**config.mk**
```make
export PLATFORM = sky130hd
export DESIGN_NAME = imem_loader_flat
export DESIGN_NICKNAME = d
export VERILOG_FILES = /design/src/rtl/cpu_pkg.sv /design/src/rtl/imem_loader_if.sv /design/src/rtl/word_assembler.sv /design/src/rtl/imem_loader.sv /design/src/flat_wrapper.sv
export SDC_FILE = /design/constraint.sdc
export NUM_CORES = 1
export LEC_CHECK = 0
export CORE_MARGIN = 4
export CORE_UTILIZATION = 50
export CTS_CLUSTER_DIAMETER = 50
export DETAILED_ROUTE_END_ITERATION = 16
export GPL_ROUTABILITY_DRIVEN = 0
export GPL_TIMING_DRIVEN = 1
export HOLD_SLACK_MARGIN = 0.08
export PLACE_DENSITY = 0.75
export SYNTH_ARGS = -nofsm -noshare
export SYNTH_HDL_FRONTEND = slang
export SYNTH_SLANG_ARGS = --single-unit
export TNS_END_PERCENT = 10
```
**constraint.sdc**
```tcl
create_clock -name clk -period 3.85 [get_ports clk]
set_input_delay 0.385 -clock clk [delete_from_list [all_inputs] [get_ports clk]]
set_output_delay 0.385 -clock clk [all_outputs]
set_load 0.02 [all_outputs]
```
**src/rtl/cpu_pkg.sv**
```systemverilog
// -----------------------------------------------------------------------------
// cpu_pkg
// Shared definitions for the instruction-memory loader and its helpers.
//   load_state_e   : load FSM states (IDLE, RECV, WRITE, CHECK, DONE)
//   BYTES_PER_WORD : stream bytes packed into one instruction word
//   INSTR_W        : instruction word width in bits
// -----------------------------------------------------------------------------
package cpu_pkg;

    localparam int BYTES_PER_WORD = 4;
    localparam int INSTR_W        = 32;

    typedef enum logic [2:0] {
        IDLE  = 3'd0,
        RECV  = 3'd1,
        WRITE = 3'd2,
        CHECK = 3'd3,
        DONE  = 3'd4
    } load_state_e;

endpackage

```
**src/rtl/imem_loader_if.sv**
```systemverilog
// -----------------------------------------------------------------------------
// imem_loader_if
// Byte-stream input and instruction-memory write bus of the loader.
//   byte_valid/byte_data/byte_ready : valid/ready byte stream into the loader
//   mem_we/mem_waddr/mem_wdata      : word write port into instruction memory
// Modports:
//   master : stream producer / memory side (drives the byte stream)
//   slave  : the loader (accepts bytes, drives the memory write port)
// -----------------------------------------------------------------------------
interface imem_loader_if
    import cpu_pkg::*;
#(
    parameter int ADDR_W = 8,
    parameter int DATA_W = INSTR_W
);

    logic              byte_valid;
    logic [7:0]        byte_data;
    logic              byte_ready;
    logic              mem_we;
    logic [ADDR_W-1:0] mem_waddr;
    logic [DATA_W-1:0] mem_wdata;

    modport master (
        output byte_valid, byte_data,
        input  byte_ready, mem_we, mem_waddr, mem_wdata
    );

    modport slave (
        input  byte_valid, byte_data,
        output byte_ready, mem_we, mem_waddr, mem_wdata
    );

endinterface

```
**src/rtl/word_assembler.sv**
```systemverilog
// -----------------------------------------------------------------------------
// word_assembler
// Packs stream bytes big-endian into instruction words and keeps a running
// XOR checksum over every byte shifted in.
//   clk, rst  : clock, asynchronous active-high reset
//   clear     : restart word, byte count and checksum (start of a load)
//   shift     : accept byte_in this cycle
//   byte_in   : stream byte
//   word_next : word formed by the held bytes plus byte_in in the low byte
//   word_full : three bytes held, so the next accepted byte completes a word
//   chk       : XOR of all bytes shifted in since the last clear
// -----------------------------------------------------------------------------
module word_assembler
    import cpu_pkg::*;
(
    input  logic               clk,
    input  logic               rst,
    input  logic               clear,
    input  logic               shift,
    input  logic [7:0]         byte_in,
    output logic [INSTR_W-1:0] word_next,
    output logic               word_full,
    output logic [7:0]         chk
);

    // Only the three older bytes need storage: the fourth is taken straight
    // from the stream so the finished word is available on its accept edge.
    logic [INSTR_W-9:0] shreg_q;
    logic [1:0]         byte_cnt_q;
    logic [7:0]         chk_q;

    assign word_next = {shreg_q, byte_in};
    assign word_full = (byte_cnt_q == 2'(BYTES_PER_WORD - 1));
    assign chk       = chk_q;

    // NOTE: sequential state uses non-blocking assignments so every register
    // samples pre-edge values regardless of statement order.
    always_ff @(posedge clk or posedge rst) begin
        if (rst) begin
            shreg_q    <= '0;
            byte_cnt_q <= '0;
            chk_q      <= '0;
        end else if (clear) begin
            shreg_q    <= '0;
            byte_cnt_q <= '0;
            chk_q      <= '0;
        end else if (shift) begin
            shreg_q    <= word_next[INSTR_W-9:0];
            byte_cnt_q <= byte_cnt_q + 2'd1;   // wraps to 0 after the 4th byte
            chk_q      <= chk_q ^ byte_in;
        end
    end

endmodule

```
**src/rtl/imem_loader.sv**
```systemverilog
// -----------------------------------------------------------------------------
// imem_loader
// Loads a program from a byte stream into instruction memory, one big-endian
// 32-bit word per consecutive word address, while holding the core in reset.
// A trailing XOR checksum byte must match before the core is released.
//   clk, rst   : clock, asynchronous active-high reset
//   start      : one-cycle pulse; begins a load from IDLE or DONE
//   num_words  : words to load, sampled on an accepted start
//   bus        : byte stream in, memory write port out (slave modport)
//   core_rst   : registered core reset, high except after a verified load
//   busy       : load in progress (RECV, WRITE, CHECK)
//   done       : load finished; held until the next start
//   err        : checksum mismatch, valid while done is high
// -----------------------------------------------------------------------------
module imem_loader
    import cpu_pkg::*;
#(
    parameter int ADDR_W = 8,
    parameter int DATA_W = INSTR_W
) (
    input  logic              clk,
    input  logic              rst,
    input  logic              start,
    input  logic [ADDR_W-1:0] num_words,
    imem_loader_if.slave      bus,
    output logic              core_rst,
    output logic              busy,
    output logic              done,
    output logic              err
);

    load_state_e       state_q, state_d;
    logic [ADDR_W-1:0] num_words_q;
    logic [ADDR_W-1:0] word_idx_q;
    logic [ADDR_W-1:0] waddr_q;
    logic [DATA_W-1:0] wdata_q;
    logic              err_q, err_d;
    logic              core_rst_q;

    logic              byte_ready;
    logic              accept;
    logic              load_start;
    logic              shift;
    logic              wr_capture;
    logic              idx_inc;
    logic              last_word;

    logic [INSTR_W-1:0] asm_word;
    logic               asm_full;
    logic [7:0]         asm_chk;

    word_assembler u_word_assembler (
        .clk       (clk),
        .rst       (rst),
        .clear     (load_start),
        .shift     (shift),
        .byte_in   (bus.byte_data),
        .word_next (asm_word),
        .word_full (asm_full),
        .chk       (asm_chk)
    );

    assign accept    = bus.byte_valid && byte_ready;
    // num_words_q is never zero outside IDLE/DONE, so the subtraction cannot wrap.
    assign last_word = (word_idx_q == num_words_q - 1'b1);

    // NOTE: every signal written here gets a default first, so no path through
    // the case statement can leave one unassigned and infer a latch.
    always_comb begin
        state_d    = state_q;
        err_d      = err_q;
        byte_ready = 1'b0;
        load_start = 1'b0;
        shift      = 1'b0;
        wr_capture = 1'b0;
        idx_inc    = 1'b0;

        case (state_q)
            IDLE, DONE: begin
                if (start) begin
                    load_start = 1'b1;
                    err_d      = 1'b0;
                    state_d    = (num_words == '0) ? DONE : RECV;
                end
            end
            RECV: begin
                byte_ready = 1'b1;
                if (accept) begin
                    shift = 1'b1;
                    if (asm_full) begin
                        wr_capture = 1'b1;
                        state_d    = WRITE;
                    end
                end
            end
            WRITE: begin
                if (last_word) begin
                    state_d = CHECK;
                end else begin
                    idx_inc = 1'b1;
                    state_d = RECV;
                end
            end
            CHECK: begin
                byte_ready = 1'b1;
                if (accept) begin
                    err_d   = (bus.byte_data != asm_chk);
                    state_d = DONE;
                end
            end
            default: state_d = IDLE;
        endcase
    end

    always_ff @(posedge clk or posedge rst) begin
        if (rst) begin
            state_q     <= IDLE;
            num_words_q <= '0;
            word_idx_q  <= '0;
            waddr_q     <= '0;
            wdata_q     <= '0;
            err_q       <= 1'b0;
            core_rst_q  <= 1'b1;
        end else begin
            state_q    <= state_d;
            err_q      <= err_d;
            // Core is released only in DONE with a good checksum.
            core_rst_q <= (state_d == DONE) ? err_d : 1'b1;

            if (load_start) begin
                num_words_q <= num_words;
                word_idx_q  <= '0;
            end else if (idx_inc) begin
                word_idx_q <= word_idx_q + 1'b1;
            end

            // Address and word are captured on the 4th-byte edge so they are
            // stable for the WRITE cycle and then hold until the next word.
            if (wr_capture) begin
                waddr_q <= word_idx_q;
                wdata_q <= DATA_W'(asm_word);
            end
        end
    end

    assign bus.byte_ready = byte_ready;
    assign bus.mem_we     = (state_q == WRITE);
    assign bus.mem_waddr  = waddr_q;
    assign bus.mem_wdata  = wdata_q;

    assign core_rst = core_rst_q;
    assign busy     = (state_q == RECV) || (state_q == WRITE) || (state_q == CHECK);
    assign done     = (state_q == DONE);
    assign err      = err_q;

endmodule

```
**src/flat_wrapper.sv**
```systemverilog
// flat-port wrapper written by rule: the top's interface ports become plain ports
module imem_loader_flat import cpu_pkg::*;
#(
    parameter int ADDR_W = 8,
    parameter int DATA_W = INSTR_W
)
  (clk, rst, start, num_words, core_rst, busy, done, err, bus_byte_valid, bus_byte_data, bus_byte_ready, bus_mem_we, bus_mem_waddr, bus_mem_wdata);
  imem_loader_if #(.ADDR_W(ADDR_W), .DATA_W(DATA_W)) bus_i ();
  input  logic clk;
  input  logic rst;
  input  logic start;
  input  logic [ADDR_W-1:0] num_words;
  output logic core_rst;
  output logic busy;
  output logic done;
  output logic err;
  input wire logic [$bits(bus_i.byte_valid)-1:0] bus_byte_valid;
  input wire logic [$bits(bus_i.byte_data)-1:0] bus_byte_data;
  output wire logic [$bits(bus_i.byte_ready)-1:0] bus_byte_ready;
  output wire logic [$bits(bus_i.mem_we)-1:0] bus_mem_we;
  output wire logic [$bits(bus_i.mem_waddr)-1:0] bus_mem_waddr;
  output wire logic [$bits(bus_i.mem_wdata)-1:0] bus_mem_wdata;
  assign bus_i.byte_valid = bus_byte_valid;
  assign bus_i.byte_data = bus_byte_data;
  assign bus_byte_ready = bus_i.byte_ready;
  assign bus_mem_we = bus_i.mem_we;
  assign bus_mem_waddr = bus_i.mem_waddr;
  assign bus_mem_wdata = bus_i.mem_wdata;
  imem_loader #(.ADDR_W(ADDR_W), .DATA_W(DATA_W)) u_core (.clk(clk), .rst(rst), .start(start), .num_words(num_words), .bus(bus_i), .core_rst(core_rst), .busy(busy), .done(done), .err(err));
endmodule
```
Word-level counts from Yosys, hierarchy flattened
Cells that the tools add are included.
{"block": "totals", "reg_bits": 95, "output_inout_bits": 46}
{"block": "classes", "add_sub_neg": 3, "eq_ne": 8, "muxes": 29, "bitwise": 1, "reduce_logical": 9}
{"op": "$mux W24", "count": 2}
{"op": "$mux W8", "count": 4}
{"op": "$mux W3", "count": 5}
{"op": "$mux W1", "count": 13}
{"op": "$pmux W3 S4", "count": 1}
{"op": "$add A8 B1 Y8 const B", "count": 1}
{"op": "$eq A8 B8 Y1", "count": 1}
{"op": "$logic_not A8 Y1", "count": 1}
{"op": "$ne A8 B8 Y1", "count": 1}
{"op": "$sub A8 B1 Y8 const B", "count": 1}
{"op": "$xor A8 B8 Y8", "count": 1}
{"op": "$eq A3 B2 Y1 const B", "count": 2}
{"op": "$eq A3 B3 Y1 const B", "count": 2}
{"op": "$mux W2", "count": 3}
{"op": "$reduce_bool A2 Y1", "count": 2}
{"op": "$reduce_or A2 Y1", "count": 2}
{"op": "$eq A3 B1 Y1 const B", "count": 1}
{"op": "$logic_not A3 Y1", "count": 1}
{"op": "$add A2 B1 Y2 const B", "count": 1}
{"op": "$eq A2 B2 Y1 const B", "count": 1}
{"op": "$logic_or A1 B1 Y1", "count": 2}
{"op": "$pmux W1 S2", "count": 1}
{"op": "$logic_and A1 B1 Y1", "count": 1}

Depth between registers and ports, before layout
{"block": "logic_depth", "depth_word": 8, "depth_mapped": 10, "depth_no_buf": 9}

Modules after synthesis
Synthesis repeated with hierarchy kept, for this count alone.
{"block": "hier_totals", "hier_cells": 355, "hier_area_um2": 4389.2}
{"module": "imem_loader", "instances": 1, "cells_each": 226, "area_each_um2": 2831.5}
{"module": "word_assembler", "instances": 1, "cells_each": 129, "area_each_um2": 1557.7}

Worst setup path before layout
No wires, ideal clock.
{"block": "synth_path", "path_type": "register to register", "startpoint": "reg u_core.num_words_q[0]", "endpoint": "reg u_core.word_idx_q[7]", "arrival_time_ns": 2.121, "slack_ns": 1.651, "stages_incl_launch_ff": 10, "n_path_buf": 1, "synth_period_minus_slack_ns": 2.199, "path_cell_list": "dfrtp_1 -> inv_1 -> ha_1 -> nor4_1 -> a32o_1 -> a221o_1 -> a31o_1 -> buf_6 -> or3_1 -> a21oi_1"}
{"block": "synth_between", "elab_chain_len": 5}
{"item": "start, declared", "line_no": "imem_loader.sv:33", "source": "logic [ADDR_W-1:0] num_words_q;"}
{"item": "start signal, assigned", "line_no": "imem_loader.sv:131", "source": "num_words_q <= num_words;"}
{"item": "$sub A8 B1 Y8", "line_no": "imem_loader.sv:65", "source": "assign last_word = (word_idx_q == num_words_q - 1'b1);"}
{"item": "$eq A8 B8 Y1", "line_no": "imem_loader.sv:65"}
{"item": "$mux W1", "line_no": "imem_loader.sv:97", "source": "if (last_word) begin"}
{"item": "$mux W1", "line_no": "imem_loader.sv:78", "source": "case (state_q)"}
{"item": "$reduce_bool A2 Y1 (no line)"}
{"item": "end signal, assigned", "line_no": "imem_loader.sv:134", "source": "word_idx_q <= word_idx_q + 1'b1;"}
{"item": "end, declared", "line_no": "imem_loader.sv:34", "source": "logic [ADDR_W-1:0] word_idx_q;"}
Every way passes these cells.
A chain may end at the register's enable or synchronous reset.

Final worst setup path
{"block": "layout_path", "startpoint": "reg u_core.num_words_q[2]", "endpoint": "reg u_core.word_idx_q[3]"}
The elaborated chain is that of the path after synthesis.

==> reports/results.txt <==
Die area: 9750 µm²
Total CTS buffers: 9
Pint: 0.00228 W
Largest cells by area after synthesis: dfrtp_1, mux2_2, nand2_1, a21oi_1, xnor2_1
First-pass GRT wire length: 15000 µm
Clock sink count: 95
Outcome: completed
DP Area: 4880 µm²
Critical path peak fanout: 11
GR Overflow Total: 0
Final #Nets: 474
Post-synthesis cell count: 386
Critical path origin: u_core.num_words_q[2]
RSZ-0062 raised after global routing: no
Root Buffer: clkbuf_8
Seq cells post-synth: 95
Die Ht: 98.8 µm
DRT iter0 DRCs: 164
Worst clock skew: 0.0105 ns
Clock share of power: 16.6%
Syn_nets: 409
Max Freq: 406 MHz
Hold Buf Count CTS: 0
Boundary Pins: 66
WP data arrival: 2.69 ns
Initial antenna violation count: 0
Clk_lat worst skew: 0.36 ns
H-tree depth: 3
DRT Pass-1 Iters: 4
CP endpoint kind: register
Largest net degree at the start of global routing: 41
Critical path endpoint: u_core.word_idx_q[3]
R2R setup slack: 1.39 ns
CTS max path bufs: 2
Main synth FF type: dfrtp_1
Final instance area: 5060 µm²
Switching Share: 37.8%
Synth unique cells: 34
Diodes inserted: 0
Leakage: 2.26 nW
Postcts setup bufs: 0
Port buffer count: 65
# resized after CTS: 0
# setup viols final: 0
Max-Cap Viols: 0
Crit path kind: register to register
Yosys top cell by area: dfrtp_1
Hold Vio Cnt, Final: 0
Reg power frac: 44.8%
Total Wirelength: 8810 µm
Period Utilization, post-route: 64.0%
CTS tree: yes
Initial Util: 52.2%
Comb power frac: 38.6%
CP Launch Type: register
Area fraction of the dominant cell type after synthesis: 57.1%
Required time of the critical path: 4.08 ns
Relative slew margins: 51.8%
Vias per cell: 5.41
Core Area: 7890 µm²
Avg Inst Size Synth: 10.7 µm²
Reg2reg path depth: 6
Setup TNS: 0 ns
Sequential area share after synthesis: 57.7%
Final Max Slew Viols: 0
Syn. warnings: 0
Most frequent cells in the layout: dfrtp_1, nand2_1, clkdlybuf4s50_1, mux2_2, a21oi_1
Row cnt: 32
Peak supply drop: 440 µV
Worst hold slack: 0.406 ns
Commonest non-fill, non-tap cell in the layout: dfrtp_1
Placed cells: 542
Reg2Reg Launch Point: u_core.num_words_q[2]
Post-synth EDFFs: 0
Final std cells w/o fill: 558
Via count: 3017
Ratio of cells with drive above 1 in the final layout: 13.4%
Post-DRT Antenna Nets: 0
GRT Resource Usage Total: 19.3%
Power per cell area: 723 nW/µm²
Reg clk slew, reported paths: 0.10 ns
Post-layout util: 64.1%
Area grow syn2layout: 22.8%
RR Endpoint: u_core.word_idx_q[3]
Chip Width: 98.8 µm
WL/cell: 15.8 µm
Ys async rst share: 100%
Slew at the pin closest to its max-slew limit: 0.722 ns
Min Tclk post-route: 2.46 ns
Cell Area, Synth: 4120 µm²
DRC: 0
Hold Crit Class: input port to asynchronous set/reset pin
Vias in the first global route: 3077
Net switching power: 0.00138 W
Post-DP HPWL: 6110 µm
==> flip-flops by register name (all words and copies together) (netlist names) <==
name	count
u_core.u_word_assembler.chk	8
u_core.state_q	3
u_core.u_word_assembler.shreg_q	24
u_core.num_words_q	8
u_core.u_word_assembler.byte_cnt_q	2
u_core.err	1
u_core.core_rst	1
u_core.bus.mem_wdata	32
u_core.bus.mem_waddr	8
u_core.word_idx_q	8
==> logic make-up after synthesis <==
group                      Yosys count  synth area share (%)
and+or+nand+nor                    142                  15.0
DFF                                 95                  57.7
AOI/OAI and AO/OA                   57                  7.53
muxes                               45                  12.2
buffers and inverters               25                  2.46
xor gates and xnor gates            19                  4.22
adders and majority gates            3                 0.911
==> worst min path at each step <==
stage | depth (start not counted) | to | start | slack [ns]
after floorplan | 1 | u_core.u_word_assembler.byte_cnt_q[0] | u_core.u_word_assembler.byte_cnt_q[0] | 0.45
after global placement | 1 | u_core.bus.mem_wdata[20] | u_core.bus.mem_wdata[20] | 0.47
after detailed placement | 1 | u_core.u_word_assembler.byte_cnt_q[0] | u_core.u_word_assembler.byte_cnt_q[0] | 0.48
after CTS | 2 | u_core.num_words_q[6] | rst | 0.42
after global routing | 2 | u_core.num_words_q[0] | rst | 0.46
final | 2 | u_core.num_words_q[6] | rst | 0.41
==> per-layer routing <==
layer	wire (µm)	part of all wire, %	track usage, %	up-vias
li1	-	-	-	1441
met1	4090	46	27.4	1494
met2	4210	48	29.6	71
met3	391	4.4	4.10	11
met4	119	1.4	6.30	0
met5	0	0	0	-
==> cell usage after synthesis, types with 3 or more instances <==
cell and count:
clkbuf_1 16, ha_1 3, mux2i_1 5, o21ai_0 17, nand4_1 5, nor3_1 4
nand2_1 86, mux2_1 6, a21oi_1 22, and2_1 4, xnor2_1 11, nor2_1 18
nand3_1 13, o21ai_1 11, mux2_2 34, dfrtp_1 94, xor2_1 7, or3_1 4
inv_1 8
==> per-stage QoR <==
step	power [W]	setup WS (ns)
2_1_floorplan	0.00249	0.990
3_3_place_gp	0.00302	1.51
3_5_place_dp	0.00308	1.46
4_1_cts	0.00369	1.38
5_1_grt	0.00393	1.18
6_report	0.00366	1.39
==> area by class of cell <==
cell class | instances | area [µm²]
fill | 642 | 2830
sequential | 95 | 2380
multi-input combinational | 266 | 1650
timing repair buffer | 71 | 696
clock buffer | 10 | 128
tap | 102 | 128
clock inverter | 6 | 52.6
inverter | 8 | 31.3
==> power groups by stage <==
stage / logic [W] / clock network (W) / registers (W)
6_report: 0.00141 / 0.000608 / 0.00164
4_1_cts: 0.00143 / 0.000623 / 0.00164
5_1_grt: 0.00157 / 0.000672 / 0.00169
3_5_place_dp: 0.00143 / 0 / 0.00165
2_1_floorplan: 0.000721 / 0 / 0.00177
3_3_place_gp: 0.00139 / 0 / 0.00164
==> worst max-delay path: stages, from the launching register on <==
cell and delay [ns]:
dfrtp_1 0.45, nor4_1 0.51, o21ai_0 0.18, a221o_1 0.34
a31o_1 0.33, or3_1 0.40, mux2i_1 0.12
(Power assumes the default switching activity.)
